### src/rtl/output_buffer.sv
// output_buffer: result store written by the accumulator and drained to the
// host reader as a valid/ready burst. Each entry carries a valid bit so that
// the reader can tell freshly written results from stale ones.
// Build option: define OUTPUT_BUFFER_CLEAR_ON_READ_EN so that a handshake
// on a word also clears the valid bit of the entry it came from.
module output_buffer #(
   parameter int DATA_W = 32,
   parameter int DEPTH  = 16,
   parameter int ADDR_W = 4
) (
   input  logic              clk,
   input  logic              rst,
   input  logic [DATA_W-1:0] output_data,
   input  logic [ADDR_W-1:0] output_buffer_addr,
   input  logic              output_buffer_enable,
   input  logic              buf_clear,
   input  logic              drain_start,
   input  logic [ADDR_W-1:0] drain_addr,
   input  logic [ADDR_W:0]   drain_len,
   output logic              drain_busy,
   output logic              drain_done,
   output logic [DATA_W-1:0] rd_data,
   output logic              rd_stale,
   output logic              rd_valid,
   input  logic              rd_ready,
   output logic [DEPTH-1:0]  entry_valid
);

   typedef enum logic [1:0] {
      ST_IDLE    = 2'd0,
      ST_FETCH   = 2'd1,
      ST_PRESENT = 2'd2
   } state_t;

   state_t            r_state;
   state_t            w_state_next;

   // Result storage; contents deliberately survive reset.
   logic [DATA_W-1:0] r_mem [DEPTH];
   logic [DEPTH-1:0]  r_valid;
   logic [DEPTH-1:0]  w_valid_next;

   logic [ADDR_W-1:0] r_ptr;
   logic [ADDR_W:0]   r_remaining;
   logic [DATA_W-1:0] r_rd_data;
   logic              r_rd_stale;
   logic              r_rd_valid;
   logic              r_done;

   logic              w_load;
   logic              w_fetch;
   logic              w_accept;
   logic              w_done_next;
   logic              w_fwd;

   // A write landing on the entry being fetched this cycle is forwarded so
   // the reader sees the newest value (write-first behaviour).
   assign w_fwd = output_buffer_enable && (output_buffer_addr == r_ptr);

   // Memory write port; accepted in every FSM state.
   always_ff @(posedge clk) begin
      if (output_buffer_enable) begin
         r_mem[output_buffer_addr] <= output_data;
      end
   end

   // Per-entry valid bit next-state: a write beats clear and clear-on-read.
   for (genvar gi = 0; gi < DEPTH; gi++) begin : g_valid
      logic w_wr_hit;
      logic w_rd_clr;
      assign w_wr_hit = output_buffer_enable && (output_buffer_addr == ADDR_W'(gi));
`ifdef OUTPUT_BUFFER_CLEAR_ON_READ_EN
      assign w_rd_clr = w_accept && (r_ptr == ADDR_W'(gi));
`else
      assign w_rd_clr = 1'b0;
`endif
      assign w_valid_next[gi] = w_wr_hit ? 1'b1 :
                                (buf_clear || w_rd_clr) ? 1'b0 : r_valid[gi];
   end

   // Valid bit register.
   always_ff @(posedge clk) begin
      if (rst) begin
         r_valid <= '0;
      end else begin
         r_valid <= w_valid_next;
      end
   end

   // FSM state register.
   always_ff @(posedge clk) begin
      if (rst) begin
         r_state <= ST_IDLE;
      end else begin
         r_state <= w_state_next;
      end
   end

   // FSM next-state and control strobes.
   always_comb begin
      w_state_next = r_state;
      w_load       = 1'b0;
      w_fetch      = 1'b0;
      w_accept     = 1'b0;
      w_done_next  = 1'b0;
      unique case (r_state)
         ST_IDLE: begin
            if (drain_start) begin
               if (drain_len != '0) begin
                  w_load       = 1'b1;
                  w_state_next = ST_FETCH;
               end else begin
                  // Empty burst: nothing to stream, just report completion.
                  w_done_next = 1'b1;
               end
            end
         end
         ST_FETCH: begin
            w_fetch      = 1'b1;
            w_state_next = ST_PRESENT;
         end
         ST_PRESENT: begin
            if (r_rd_valid && rd_ready) begin
               w_accept = 1'b1;
               if (r_remaining == (ADDR_W+1)'(1)) begin
                  w_state_next = ST_IDLE;
                  w_done_next  = 1'b1;
               end else begin
                  w_state_next = ST_FETCH;
               end
            end
         end
         default: begin
            w_state_next = ST_IDLE;
         end
      endcase
   end

   // Burst pointer and remaining-word counter; pointer wraps modulo DEPTH.
   always_ff @(posedge clk) begin
      if (rst) begin
         r_ptr       <= '0;
         r_remaining <= '0;
      end else if (w_load) begin
         r_ptr       <= drain_addr;
         r_remaining <= drain_len;
      end else if (w_accept) begin
         r_ptr       <= r_ptr + ADDR_W'(1);
         r_remaining <= r_remaining - (ADDR_W+1)'(1);
      end
   end

   // Read output register: loaded only in FETCH, frozen while presenting.
   always_ff @(posedge clk) begin
      if (rst) begin
         r_rd_data  <= '0;
         r_rd_stale <= 1'b0;
         r_rd_valid <= 1'b0;
      end else if (w_fetch) begin
         r_rd_data  <= w_fwd ? output_data : r_mem[r_ptr];
         r_rd_stale <= w_fwd ? 1'b0 : ~r_valid[r_ptr];
         r_rd_valid <= 1'b1;
      end else if (w_accept) begin
         r_rd_valid <= 1'b0;
      end
   end

   // Completion pulse, one cycle after the final handshake.
   always_ff @(posedge clk) begin
      if (rst) begin
         r_done <= 1'b0;
      end else begin
         r_done <= w_done_next;
      end
   end

   assign drain_busy  = (r_state != ST_IDLE);
   assign drain_done  = r_done;
   assign rd_data     = r_rd_data;
   assign rd_stale    = r_rd_stale;
   assign rd_valid    = r_rd_valid;
   assign entry_valid = r_valid;

endmodule

### config.mk
export PLATFORM = sky130hd
export DESIGN_NAME = output_buffer
export DESIGN_NICKNAME = d
export VERILOG_FILES = /design/src/rtl/output_buffer.sv
export SDC_FILE = /design/constraint.sdc
export NUM_CORES = 1
export LEC_CHECK = 0
export ABC_AREA = 1
export BUFFER_PORTS_ARGS = -buffer_cell sky130_fd_sc_hd__buf_2
export CAP_MARGIN = 20
export CORE_ASPECT_RATIO = 0.7
export CORE_MARGIN = 2
export CORE_UTILIZATION = 51
export DETAILED_ROUTE_END_ITERATION = 16
export GPL_ROUTABILITY_DRIVEN = 0
export HOLD_SLACK_MARGIN = 0.15
export PLACE_DENSITY = 0.68
export SYNTH_ARGS = -nofsm -noshare
export SYNTH_HDL_FRONTEND = slang
export SYNTH_SLANG_ARGS = --single-unit
### constraint.sdc
create_clock -name clk -period 5.9 [get_ports clk]
set_input_delay 0.295 -clock clk [delete_from_list [all_inputs] [get_ports clk]]
set_output_delay 0.295 -clock clk [all_outputs]
set_load 0.005 [all_outputs]
### After elaboration in Yosys (flattened, before gate mapping)

Memories as Yosys holds them, arrays and structs flattened. A register that Yosys moved wholly into a read port is not among the register bits.
Index checks and enable logic that the tools add are counted.

| cells by class | value |
|---|---|
| add/sub/neg operators | 2 |
| order comparisons | 1 |
| equality and inequality tests | 22 |
| multiplexer cells | 44 |
| bitwise logic cells | 1 |
| reduce and logical (&&, ||, !) cells | 41 |

Operators by type and width:

| cell | number |
|---|---|
| nonzero test 2 bit | 19 |
| 2-to-1 mux 1 bit | 34 |
| equality test 4 bit, second input constant | 8 |
| logical AND 1 bit | 18 |
| equality test 4 x 3 -> 1 bit, second input constant | 4 |
| 2-to-1 mux 5 bit | 2 |
| equality test 4 x 2 -> 1 bit, second input constant | 2 |
| 2-to-1 mux 4 bit | 2 |
| 2-to-1 mux 2 bit | 3 |
| != test 2 bit, second input constant | 3 |
| case mux 2 bit (3 select lines) | 1 |
| equality test 5 x 1 -> 1 bit, second input constant | 1 |
| < comparator 4 x 5 -> 1 bit, second input constant | 1 |
| nonzero test 5 bit | 1 |
| subtractor 5 x 1 -> 5 bit, second input constant | 1 |
| adder 4 x 1 -> 4 bit, second input constant | 1 |
| binary-select mux 1 bit (select 4 bit) | 1 |
| equality test 4 x 1 -> 1 bit, second input constant | 1 |
| equality test 4 bit | 1 |
| logical NOT 4 bit | 1 |
| AND reduction 3 bit | 1 |
| equality test 2 x 1 -> 1 bit, second input constant | 1 |
| equality test 2 bit, second input constant | 1 |
| logical NOT 2 bit | 1 |
| 2 further kinds | 2 |

| word-level totals | value |
|---|---|
| bits in registers | 30 |
| memory bits (writable) | 512 |
| logic and storage cells | 134 |
| memories | 1 |

Memories:

| name | words | width | read ports | clocked after Yosys merged registers in | write ports | RTL line | RTL |
|---|---|---|---|---|---|---|---|
| r_mem | 16 | 32 | 1 | 1 | 1 | 39 | `logic [DATA_W-1:0] r_mem [DEPTH];` |

### Logic depth before layout (Yosys ltp)

Gate-level depths: netlist of run 1.

| logic depth | value |
|---|---|
| depth in word-level cells | 5 |
| gate-level depth with buffers | 13 |
| mapped depth without buffers | 9 |

### Least setup slack after synthesis of run 1

Ideal clock, no wire load.

| timing | value |
|---|---|
| kind | input -> register |
| start | in output_buffer_addr[1] |
| end | mem r_mem[5][0], enable pin |
| arrival time | 1.902 ns |
| data required time | 5.477 ns |
| setup slack | 3.575 ns |
| cell stages on the path | 3 |
| buffers on the path | 0 |
| cell sequence | inv_1 -> nand3_1 -> nor2_1 |

RTL lines:

| what | RTL line | RTL |
|---|---|---|
| start: declaration | 14 | `input logic [ADDR_W-1:0] output_buffer_addr,` |
| end: declaration | 39 |  |

No word-level cell before the write port.

==> results of run 1 <==
path summary, 6_finish.rpt:
kind	slack, ns	depth (start not counted)	startpoint	to
min	0.19	2	rst	entry_valid[15]$_SDFFE_PP0P_
min reg2reg	0.49	2	rd_valid$_SDFFE_PP0P_	rd_valid$_SDFFE_PP0P_
max reg2reg	2.92	9	r_ptr[3]$_SDFFE_PP0P_	rd_data[29]$_SDFFE_PP0P_
max	2.92	9	r_ptr[3]$_SDFFE_PP0P_	rd_data[29]$_SDFFE_PP0P_
cell usage after synthesis (7+ instances only):
library cell / number / area (µm²)
nand2_1: 540 / 2030
edfxtp_1: 512 / 15400
nand3_1: 298 / 1490
nor2_1: 235 / 882
inv_1: 221 / 830
o21ai_0: 117 / 586
clkbuf_1: 65 / 244
dfxtp_1: 62 / 1240
a21oi_1: 57 / 285
buf_2: 43 / 215
o211ai_1: 40 / 300
buf_1: 14 / 52.6
or2_0: 12 / 75.1
or2_2: 7 / 43.8
cells by family after synthesis:
group / share of synthesized area [%]
XOR/XNOR: 0.0733
adder cells (fa/ha/maj): 0.157
buffers and inverters: 6.00
AO/OA/AOI/OAI: 5.25
AND/OR/NAND/NOR: 19.0
flip-flops: 69.5
sequential cells by signal, summed over array words and instances (netlist names):
name / flops
entry_valid: 16
rd_data: 32
rd_valid: 1
r_state: 2
r_mem: 512
r_remaining: 5
r_ptr: 4
drain_done: 1
rd_stale: 1
what timing repair did:
| action | 4_1_cts | 5_1_grt |
|---|---|---|
| hold buffers | 45 | 0 |
| endpoints found under the setup margin | 0 | 0 |
| resized for setup | 0 | 0 |
| hold endpoints to repair | 523 | 0 |
metrics by stage:
stage,hold WS [ns],cells,cell area [µm²],power (µW),setup WS (ns)
6_report,0.190,3011,27000,8680,2.92
5_1_grt,0.188,3011,27000,9010,2.79
4_1_cts,0.155,3011,27000,8730,2.96
3_5_place_dp,0.490,2868,25000,5560,3.01
3_3_place_gp,0.478,2867,25000,5530,2.99
2_1_floorplan,0.394,2257,23900,5240,3.58
final cells by class:
class                           instances  area (µm²)
Clock inverter                         29         159
Fill cell                            3867       19400
Multi-Input combinational cell       1328        6000
Timing Repair Buffer                  175        1210
Sequential cell                       574       16600
Tap cell                              612         766
Inverter                              224         848
Clock buffer                           69        1430
worst register-to-register path, delay by kind of cell, from the launching register on:
family | cells | cell delay (ns)
AND/OR/NAND/NOR | 3 | 0.38
flip-flops | 1 | 0.75
AO/OA/AOI/OAI | 2 | 0.20
buffers and inverters | 4 | 1.52
layer usage:
metal	global-route usage [%]	vias to the layer above	wire length (µm)
met5	0	-	13
met4	5.35	2	1030
met3	3.60	88	5570
met2	39.1	720	27100
met1	37.3	7861	26900
li1	-	7786	-
power by group through the flow:
| stage | combinational (µW) | clock, µW | sequential (µW) |
|---|---|---|---|
| after floorplan | 587 | 0 | 4650 |
| after global placement | 827 | 0 | 4710 |
| after detailed placement | 854 | 0 | 4700 |
| after CTS | 882 | 3230 | 4620 |
| after global routing | 991 | 3390 | 4630 |
| final | 883 | 3180 | 4620 |
==> key figures, run 1 <==
Outcome
  • Outcome: finished clean

GRT
  • First-pass GRT wire length: 92500 µm
  • Vias in the first global route: 15500
  • Global route total overflow: 0
  • Overall track demand over capacity in global routing: 24.9%
  • Maximum number of pins on one net before global-route repair: 227
  • Number of antenna violations at the first check in global routing: 1

Detailed routing
  • Final wirelength: 60600 µm
  • Post-route DRC: 0
  • Vias: 16500
  • Number of search-and-repair iterations in the first detailed-routing pass: 5
  • Detail Route Antenna Nets: 0
  • Wirelength per Cell: 20.1 µm
  • Number of design-rule violations left by the first detailed-router iteration: 1933
  • Number of vias per cell: 5.47

STA
  • Slew Viols, Final: 0
  • Setup repair after global routing missed its margin: false
  • Hold violation count in the final report: 0
  • Part of the cycle the worst path needs: 50.6%
  • Setup Total Neg Slack: 0 ns
  • Maximum clock skew at final layout: 0.0150 ns
  • Actual slew at the worst max-slew pin: 1.08 ns
  • Achievable Freq: 335 MHz
  • Max transition margin: 28.0%
  • Clock period minus final worst setup slack: 2.98 ns
  • Final count of negative-setup-slack endpoints: 0

Critical path
  • Critical Path End Type: register
  • Critical path's slowest cell: dfxtp_2
  • Worst path arrival time: 3.41 ns
  • Highest fanout seen on the critical path: 65
  • Endpoint required time on the critical path: 6.33 ns
  • Worst Path Buf+Inv: 4
  • Startpoint Class: register
  • Critical path start-end classification: reg2reg
  • Most common cell on crit path: buf_4
  • Critical Path Max Stage Delay: 0.75 ns
  • Largest delay contributor family on the critical path: buffers and inverters
  • Critical Path, Cell by Cell: buf_4, inv_2, o22ai_1, inv_1, nand3_2, buf_4, nand3_1, nand2_1, a21oi_1

Layout
  • Commonest non-fill, non-tap cells in the layout: 540 x nand2_1, 512 x edfxtp_1, 297 x nand3_1, 219 x inv_1, 218 x nor2_1
  • Proportion of layout cells with a drive suffix above 1: 9.67%
  • Antenna cell count: 0
  • Layout Utilization: 58.3%
  • Final #Nets: 2410
  • Area growth, synth to finish: 13.0%
  • Most frequent standard cell in the layout excluding fill and tap cells: nand2_1

Floorplan
  • Standard-cell row count: 66
  • Initial Utilization: 51.5%
  • Die height: 185 µm
  • Number of top-level pins: 103
  • Die width: 263 µm
  • Area enclosed by the die boundary: 48700 µm²
  • CORE AREA: 46400 µm²

Placement
  • Buffers added on ports: 102
  • Dpl hpwl: 31200 µm

CTS
  • CTS root buf: clkbuf_16
  • Clock latency on the worst-skew pair: 0.58 ns
  • Number of buffers between clock root and the deepest sink: 3
  • Number of sinks handled by clock tree synthesis: 574
  • Number of buffers inserted to repair setup after CTS: 0
  • CTS tree: yes
  • CTS Buf Count: 53
  • Register clock-pin slew on the reported worst setup and hold paths: 0.06 ns
  • Total number of H-tree levels: 2

Pwr
  • Standby leakage power: 0.0106 µW
  • Flop pwr share: 53.2%
  • Max IR drop VDD: 0.000236 V
  • Cell Pwr Density: 321 nW/µm²
  • Internal power: 6560 µW
  • Fraction of power spent switching nets: 24.5%
  • Clock power frac: 36.6%
  • Part of the power in combinational logic: 10.2%
  • Switching power: 2130 µW

Logic synthesis
  • Sequential area share after synthesis: 69.5%
  • Cell area after synthesis: 23900 µm²
  • Post-Syn Area per Cell: 10.6 µm²
  • Ys async rst share: 0%
  • Number of synthesized register bits: 574
  • Distinct cell type count of the synthesized netlist: 28
  • Top_reg_cell synth: edfxtp_1
  • Ys Warns: 0
  • Syn_nets: 2311
  • Post-synth EDFFs: 512
  • Gate count of the mapped netlist: 2257

Run
  • Max capacitance violation total: 0

Min path
  • Tightest Hold Check Type: in2reg
(Power assumes the default switching activity.)
==> run 2, diff against run 1 <==
Settings changed: PLACE_DENSITY 0.68 to 0.71.
Clock period 5.9 ns to 2.4 ns, I/O delays scaled along.
==> key figures, run 2 (synthesis gave the netlist of run 1 again) <==
Floorplan
  • Initial Utilization: 51.5% (unchanged)
  • Die width: 263 µm (unchanged)
  • Die height: 185 µm (unchanged)
  • Area enclosed by the die boundary: 48700 µm² (unchanged)
  • Standard-cell row count: 66 (unchanged)
  • CORE AREA: 46400 µm² (unchanged)
  • Number of top-level pins: 103 (unchanged)

Detailed routing
  • Number of search-and-repair iterations in the first detailed-routing pass: 6 (was 5)
  • Vias: 16900 (was 16500)
  • Number of vias per cell: 5.58 (was 5.47)
  • Number of design-rule violations left by the first detailed-router iteration: 1997 (was 1933)
  • Post-route DRC: 0 (unchanged)
  • Final wirelength: 62400 µm (was 60600 µm)
  • Wirelength per Cell: 20.5 µm (was 20.1 µm)
  • Detail Route Antenna Nets: 0 (unchanged)

Pwr
  • Overall power: 22000 µW (was 8680 µW)
  • Max IR drop VDD: 0.000670 V (was 0.000236 V)
  • Cell Pwr Density: 794 nW/µm² (was 321 nW/µm²)
  • Standby leakage power: 0.0109 µW (was 0.0106 µW)

Layout
  • Final Non-Filler Cells: 3038 (was 3011)
  • Most frequent standard cell in the layout excluding fill and tap cells: nand2_1 (unchanged)
  • Antenna cell count: 0 (unchanged)
  • Commonest non-fill, non-tap cells in the layout: 540 x nand2_1, 512 x edfxtp_1, 297 x nand3_1, 219 x inv_1, 218 x nor2_1 (unchanged)
  • Final #Nets: 2436 (was 2410)
  • Proportion of layout cells with a drive suffix above 1: 10.6% (was 9.67%)
  • Layout Utilization: 59.6% (was 58.3%)
  • Area growth, synth to finish: 15.7% (was 13.0%)
  • Number of flip-flops in the largest register: 512 (unchanged)
  • Area of all placed cells without fillers: 27700 µm² (was 27000 µm²)
  • Largest register by flop count: r_mem (unchanged)

Run
  • Max capacitance violation total: 0 (unchanged)

CTS
  • Number of buffers inserted to repair setup after CTS: 0 (unchanged)
  • Number of buffers between clock root and the deepest sink: 3 (unchanged)
  • CTS tree: yes (unchanged)
  • Number of sinks handled by clock tree synthesis: 574 (unchanged)
  • CTS root buf: clkbuf_16 (unchanged)
  • Cts hold-fix bufs: 57 (was 45)
  • Clock latency on the worst-skew pair: 0.59 ns (was 0.58 ns)
  • Register clock-pin slew on the reported worst setup and hold paths: 0.07 ns (was 0.06 ns)
  • CTS Buf Count: 52 (was 53)
  • Number of gates given a new drive strength after cts: 0 (unchanged)
  • Total number of H-tree levels: 2 (unchanged)

STA
  • Achievable Freq: 439 MHz (was 335 MHz)
  • Part of the cycle the worst path needs: 95.0% (was 50.6%)
  • Hold violation count in the final report: 0 (unchanged)
  • Final count of negative-setup-slack endpoints: 0 (unchanged)
  • Setup Total Neg Slack: 0 ns (unchanged)
  • Clock period minus final worst setup slack: 2.28 ns (was 2.98 ns)
  • Max transition margin: 36.2% (was 28.0%)
  • Maximum clock skew at final layout: 0.0195 ns (was 0.0150 ns)
  • Setup repair after global routing missed its margin: false (unchanged)
  • Actual slew at the worst max-slew pin: 0.955 ns (was 1.08 ns)
  • Slew Viols, Final: 0 (unchanged)

Placement
  • Buffers added on ports: 102 (unchanged)
  • Cell area reported after detailed placement: 25400 µm² (was 25000 µm²)
  • Dpl hpwl: 31900 µm (was 31200 µm)
  • Placed cell count: 2883 (was 2868)

Critical path
  • Critical Path Max Stage Delay: 0.55 ns (was 0.75 ns)
  • Endpoint required time on the critical path: 2.92 ns (was 6.33 ns)
  • Highest fanout seen on the critical path: 32 (was 65)
  • Critical path start-end classification: reg2reg (unchanged)
  • Critical Path End Type: register (unchanged)
  • Critical path's slowest cell: buf_4 (was dfxtp_2)
  • Critical Path, Cell by Cell: buf_4, nand3_1, xor2_1, o21ai_0, a21oi_1, nor2_1, dlygate4sd3_1 (was buf_4, inv_2, o22ai_1, inv_1, nand3_2, buf_4, nand3_1, nand2_1, a21oi_1)
  • Worst path arrival time: 2.80 ns (was 3.41 ns)
  • Startpoint Class: register (unchanged)

GRT
  • Global route total overflow: 0 (unchanged)
  • Overall track demand over capacity in global routing: 25.7% (was 24.9%)
  • Vias in the first global route: 16000 (was 15500)
  • Number of antenna violations at the first check in global routing: 1 (unchanged)
  • Maximum number of pins on one net before global-route repair: 121 (was 227)
  • First-pass GRT wire length: 95300 µm (was 92500 µm)

Outcome
  • Outcome: finished clean (unchanged)

Min path
  • Tightest Hold Check Type: in2reg (unchanged)
[run 2: changes by cell type in the layout (fill, tap and decap cells not counted), sizes merged]
cell         previous run  this run
buf                   130       145
clkbuf                 69        75
bufinv                  1         3
clkinvlp                2         3
clkinv                 27        17
dlygate4sd3            45        57
inv                   223       224
[run 2: where the power goes]
| part | switching [µW] | internal [µW] |
|---|---|---|
| clock | 3630 | 4670 |
| combinational | 1610 | 771 |
| sequential | 144 | 11100 |
[run 2: cell type report]
| cell class | instances | area, µm² |
|---|---|---|
| fill | 3674 | 18700 |
| tap | 612 | 766 |
| clock inverter | 23 | 198 |
| multi-input combinational | 1328 | 6000 |
| inverter | 224 | 851 |
| sequential | 574 | 16600 |
| timing repair buffer | 202 | 1730 |
| clock buffer | 75 | 1500 |
[run 2: metal layers]
layer | track usage (%) | share of wire, %
met1 | 37.5 | 43
met4 | 6.47 | 2.1
met2 | 40.6 | 45
met3 | 4.27 | 9.7
met5 | 0 | 0
[run 2: worst max-delay path: cells and delay by family (launching register included)]
kind | cells | cell delay, ns
and+or+nand+nor | 2 | 0.28
DFF | 1 | 0.45
buffers and inverters | 2 | 1.10
AOI/OAI and AO/OA | 2 | 0.21
xor gates and xnor gates | 1 | 0.16
[run 2: path summary, 6_finish.rpt]
kind / start / end / slack, ns / cells after the start
worst min-delay path: output_buffer_addr[2] / entry_valid[14]$_SDFFE_PP0P_ / 0.26 / 5
worst min register to register: rd_valid$_SDFFE_PP0P_ / rd_valid$_SDFFE_PP0P_ / 0.51 / 2
worst max register to register: r_ptr[2]$_SDFFE_PP0P_ / r_ptr[3]$_SDFFE_PP0P_ / 0.12 / 7
worst max-delay path: r_ptr[2]$_SDFFE_PP0P_ / r_ptr[3]$_SDFFE_PP0P_ / 0.12 / 7
[run 2: through the flow]
stage	setup slack (ns)	hold WS, ns
global placement	0.489	0.402
detailed placement	0.499	0.427
finish	0.121	0.256
floorplan	0.250	0.219
global route	0.000369	0.308
CTS	0.143	0.235
